File: src/rtl/id_ex_stage.sv
// ID/EX pipeline register with load-use hazard detection, branch flush,
// downstream hold, and a saturating count of load-use bubbles.
module id_ex_stage #(
  parameter int unsigned DataWidth    = 32,
  parameter int unsigned RegAddrWidth = 5,
  parameter int unsigned CountWidth   = 16
) (
  input  logic                    clk,
  input  logic                    rst_n,
  input  logic                    ValidID,
  input  logic                    RegWriteID,
  input  logic                    MemReadID,
  input  logic                    MemWriteID,
  input  logic                    MemToRegID,
  input  logic                    ALUSrcID,
  input  logic                    RegDstID,
  input  logic [2:0]              ALUOpID,
  input  logic                    UsesRsID,
  input  logic                    UsesRtID,
  input  logic [DataWidth-1:0]    ReadData1ID,
  input  logic [DataWidth-1:0]    ReadData2ID,
  input  logic [DataWidth-1:0]    ImmID,
  input  logic [RegAddrWidth-1:0] RsID,
  input  logic [RegAddrWidth-1:0] RtID,
  input  logic [RegAddrWidth-1:0] RdID,
  input  logic                    FlushEX,
  input  logic                    HoldEX,
  output logic                    ValidID2EX,
  output logic                    RegWriteID2EX,
  output logic                    MemReadID2EX,
  output logic                    MemWriteID2EX,
  output logic                    MemToRegID2EX,
  output logic                    ALUSrcID2EX,
  output logic                    RegDstID2EX,
  output logic [2:0]              ALUOpID2EX,
  output logic [DataWidth-1:0]    ReadData1ID2EX,
  output logic [DataWidth-1:0]    ReadData2ID2EX,
  output logic [DataWidth-1:0]    ImmID2EX,
  output logic [RegAddrWidth-1:0] RsID2EX,
  output logic [RegAddrWidth-1:0] RtID2EX,
  output logic [RegAddrWidth-1:0] RdID2EX,
  output logic                    PCWrite,
  output logic                    IFIDWrite,
  output logic [CountWidth-1:0]   StallCount
);

  typedef struct packed {
    logic                    valid;
    logic                    reg_write;
    logic                    mem_read;
    logic                    mem_write;
    logic                    mem_to_reg;
    logic                    alu_src;
    logic                    reg_dst;
    logic [2:0]              alu_op;
    logic [DataWidth-1:0]    read_data1;
    logic [DataWidth-1:0]    read_data2;
    logic [DataWidth-1:0]    imm;
    logic [RegAddrWidth-1:0] rs;
    logic [RegAddrWidth-1:0] rt;
    logic [RegAddrWidth-1:0] rd;
  } stage_t;

  stage_t                  stage_in;
  stage_t                  stage_d, stage_q;
  logic [CountWidth-1:0]   stall_cnt_d, stall_cnt_q;
  logic                    load_use;

  always_comb begin
    stage_in.valid      = ValidID;
    stage_in.reg_write  = RegWriteID;
    stage_in.mem_read   = MemReadID;
    stage_in.mem_write  = MemWriteID;
    stage_in.mem_to_reg = MemToRegID;
    stage_in.alu_src    = ALUSrcID;
    stage_in.reg_dst    = RegDstID;
    stage_in.alu_op     = ALUOpID;
    stage_in.read_data1 = ReadData1ID;
    stage_in.read_data2 = ReadData2ID;
    stage_in.imm        = ImmID;
    stage_in.rs         = RsID;
    stage_in.rt         = RtID;
    stage_in.rd         = RdID;
  end

  // Only registered state and ID inputs feed this, so no loop through EX.
  always_comb begin
    load_use = stage_q.valid && stage_q.mem_read && (stage_q.rt != '0) && ValidID &&
               ((UsesRsID && (RsID == stage_q.rt)) || (UsesRtID && (RtID == stage_q.rt)));
  end

  always_comb begin
    stage_d     = stage_q;
    stall_cnt_d = stall_cnt_q;
    if (!HoldEX) begin
      if (FlushEX) begin
        stage_d = '0;
      end else if (load_use) begin
        stage_d = '0;
        if (stall_cnt_q != '1) begin
          stall_cnt_d = stall_cnt_q + CountWidth'(1);
        end
      end else begin
        stage_d = stage_in;
      end
    end
  end

  always_ff @(posedge clk) begin
    if (!rst_n) begin
      stage_q     <= '0;
      stall_cnt_q <= '0;
    end else begin
      stage_q     <= stage_d;
      stall_cnt_q <= stall_cnt_d;
    end
  end

  always_comb begin
    PCWrite        = ~(HoldEX | (load_use & ~FlushEX));
    IFIDWrite      = PCWrite;
    StallCount     = stall_cnt_q;
    ValidID2EX     = stage_q.valid;
    RegWriteID2EX  = stage_q.reg_write;
    MemReadID2EX   = stage_q.mem_read;
    MemWriteID2EX  = stage_q.mem_write;
    MemToRegID2EX  = stage_q.mem_to_reg;
    ALUSrcID2EX    = stage_q.alu_src;
    RegDstID2EX    = stage_q.reg_dst;
    ALUOpID2EX     = stage_q.alu_op;
    ReadData1ID2EX = stage_q.read_data1;
    ReadData2ID2EX = stage_q.read_data2;
    ImmID2EX       = stage_q.imm;
    RsID2EX        = stage_q.rs;
    RtID2EX        = stage_q.rt;
    RdID2EX        = stage_q.rd;
  end

endmodule

File: config.mk
export PLATFORM = sky130hd
export DESIGN_NAME = id_ex_stage
export DESIGN_NICKNAME = d
export VERILOG_FILES = /design/src/rtl/id_ex_stage.sv
export SDC_FILE = /design/constraint.sdc
export NUM_CORES = 1
export LEC_CHECK = 0
export BUFFER_PORTS_ARGS = -buffer_cell sky130_fd_sc_hd__buf_2
export CAP_MARGIN = 5
export CORE_ASPECT_RATIO = 0.8
export CORE_MARGIN = 1.5
export CORE_UTILIZATION = 47
export CTS_CLUSTER_DIAMETER = 200
export DETAILED_ROUTE_END_ITERATION = 7
export PLACE_DENSITY = 0.95
export SLEW_MARGIN = 20
export SYNTH_ARGS = -nofsm -noshare
export SYNTH_HDL_FRONTEND = slang
export SYNTH_SLANG_ARGS = --single-unit
File: constraint.sdc
create_clock -name clk -period 4.5 [get_ports clk]
set_input_delay 0.225 -clock clk [delete_from_list [all_inputs] [get_ports clk]]
set_output_delay 0.225 -clock clk [all_outputs]
set_load 0.005 [all_outputs]
==> impl_metrics.toml <==
[synthesis]
synthCells = 395
synth_top_family_by_area = "compound AO/OA/AOI/OAI gates"
ys_warn_count = 0
synth_seq_cells = 137
synthMuxAreaShare_pct = 1.293
yosys.area_share.adder_pct = 0.2693
synth_seq_area_share_pct = 59.04
synthTopCellsByArea = "dfxtp_1, a22o_1, clkbuf_1"
synth_top_cell_by_area = "dfxtp_1"
synth_area_mm2 = 0.004646
synth_top_area_share_pct = 59.04
yosys.area_share.simple_pct = 7.353
avgSynthCellArea_um2 = 11.76
synth_xor_area_share_pct = 1.885
synth_fp_nets = 523
ys_types = 37
synth_compound_area_share_pct = 26.80

[setup_path]
worstPathMaxFanout = 66
rr_startpoint = "RtID2EX[3]"
cp-startpoint = "RtID2EX[3]"
worstRegToRegCells = 6
crit_type = "flip-flop to flip-flop"
required_ns = 4.78
cp-start-kind = "flip-flop"
rrSetupSlack_ns = 1.99
arrival_ns = 2.79
crit_end = "ImmID2EX[16]"
cp-end-kind = "flip-flop"
reg2reg_to = "ImmID2EX[16]"

[route]
wl_um = 12690
route.detailed.drc = 0
wl_per_cell_um = 16.23
routed_via_density = 5.441
ant_nets = 0
vias = 4255
drt_pass1_iterations = 5
drt_iter0_drc = 216

[outcome]
run_status = "finished clean"

[floorplanning]
fp.dieH_um = 91.93
rows = 32
initial_core_util_pct = 48.35
coreArea_mm2 = 0.009609
io_pins = 266
dieArea_mm2 = 0.01049
die_w_um = 114.2

[global_route]
grt_overflow = 0
antenna_found_initial = 0
grt_pass1_wl_um = 19180
grt_pass1_vias = 3945
grt_max_degree = 122
grt_util_all_layers_pct = 23.04

[clocking]
clk_latency_ns = 0.40
h-tree-depth = 4
cts_buffers = 17
clock-sinks = 137
clock-root-buffer = "clkbuf_16"
clk_pin_slew_ns = 0.06
cts_buffer_depth = 2
cts.hold.buffers_added = 0
post-cts-setup-buffer-count = 0
postCtsResizedCells = 0
cts_tree = "done"

[pwr]
power.total_mw = 2.923
ir_worst_vdd_mv = 0.2835
power.density_mw_per_mm2 = 437.7
total_leakage_power_nw = 3.294

[placed_design]
gp_congestion = 0.8605
place_hpwl_um = 8702
io_buffer_count = 265

[sta]
min_period_over_period_pct = 55.87
slew_headroom_pct = 42.86
setup_viol = 0
slew_violations = 0
rsz0062_at_grt = "false"
tightest_slew_ns = 0.8533
timing.final.crit_period_ns = 2.514
hold_viol = 0
fmax_ghz = 0.3978
fin_setup_tns_ns = 0
skew_ns = 0.01008

[worst_hold_path]
hold_class = "input pin to flip-flop"
min_from = "ReadData1ID[28]"

[cells_and_area]
layout.nets = 778
antennaDiodeCount = 0
area_delta_synth_final_pct = 43.77
final_common_cell = "buf_2"
final_layout_size_suffix_gt1_share_pct = 46.46
final_cell_mix = "buf_2, dfxtp_1, a22o_1"

[run]
maxCapViolCount = 0
[synth_stat cells, drive strengths merged]
cell type	number
or4	8
o31ai	7
nor4	2
xor2	8
o211ai	1
or3	1
inv	1
o21ai	3
nand4	4
a32oi	1
xnor2	2
a21oi	9
nor3b	1
nand2b	7
o41ai	1
nor2	3
mux2i	6
dfxtp	137
clkinv	1
o311a	1
clkbuf	20
nand2	8
nor3	5
or3b	1
and4	2
o21ba	1
a22o	121
buf	14
ha	1
o311ai	1
o41a	1
and3	5
and2	1
nand3	10
[metal layers]
metal	global-route usage, %	part of all wire, %	vias up
li1	-	-	2035
met1	28.38	42	2001
met2	39.71	50	199
met3	4.627	6.1	20
met4	8.958	1.8	0
met5	0	0	-
[stage by stage]
stage / util (%) / cells / setup WS (ns) / hold slack, ns / cell area, um^2
after floorplan: - / 395 / 2.430 / 0.3576 / 4646
after global placement: 62.58 / 748 / 1.531 / 0.4396 / 6013
after detailed placement: 62.58 / 748 / 1.287 / 0.4438 / 6013
after CTS: 69.10 / 780 / 1.219 / 0.02615 / 6640
after global routing: 69.51 / 782 / 1.824 / 0.02935 / 6679
final: 69.51 / 782 / 1.986 / 0.04070 / 6679
[worst max-delay path, stage by stage (launching register included)]
cell and delay [ns]:
dfxtp_1 0.36, xor2_1 0.19, nor4_2 0.30, a32oi_2 0.26
o311a_4 0.66, buf_16 0.29, a22o_1 0.29
[final cells by class]
| class | instances | area [um^2] |
|---|---|---|
| tap | 119 | 148.9 |
| sequential | 137 | 2743 |
| clock inverter | 14 | 187.7 |
| inverter | 2 | 7.507 |
| fill | 696 | 2930 |
| clock buffer | 18 | 439.2 |
| timing repair buffer | 270 | 1388 |
| multi-input combinational | 222 | 1765 |
[state kept, by name (all words and copies together) (netlist names)]
register / cells
ValidID2EX: 1
RegDstID2EX: 1
MemWriteID2EX: 1
MemToRegID2EX: 1
ReadData1ID2EX: 32
RegWriteID2EX: 1
StallCount: 16
RdID2EX: 5
ImmID2EX: 32
RtID2EX: 5
MemReadID2EX: 1
ALUOpID2EX: 3
RsID2EX: 5
ALUSrcID2EX: 1
ReadData2ID2EX: 32
[cells by family after synthesis]
group	count (synthesis)
buffers and inverters	36
adders and majority gates	1
DFF	137
and+or+nand+nor	58
muxes	6
xor gates and xnor gates	10
AOI/OAI and AO/OA	147
[how the worst min path moves through the flow]
stage	end	slack, ns	cells past startpoint
detailed placement	ImmID2EX[4]	0.44	2
global placement	ReadData2ID2EX[12]	0.44	2
CTS	ReadData1ID2EX[9]	0.03	2
floorplan	ReadData1ID2EX[5]	0.36	1
global route	ImmID2EX[11]	0.03	2
finish	ReadData1ID2EX[28]	0.04	2
[report_power, final]
| group | leakage [nW] | internal, mW | switching (mW) |
|---|---|---|---|
| registers | 1.12 | 1.26 | 0.0253 |
| logic | 1.87 | 0.109 | 0.0936 |
| clock network | 0.304 | 0.901 | 0.538 |
Note: power is estimated with default switching activity, not from simulation.
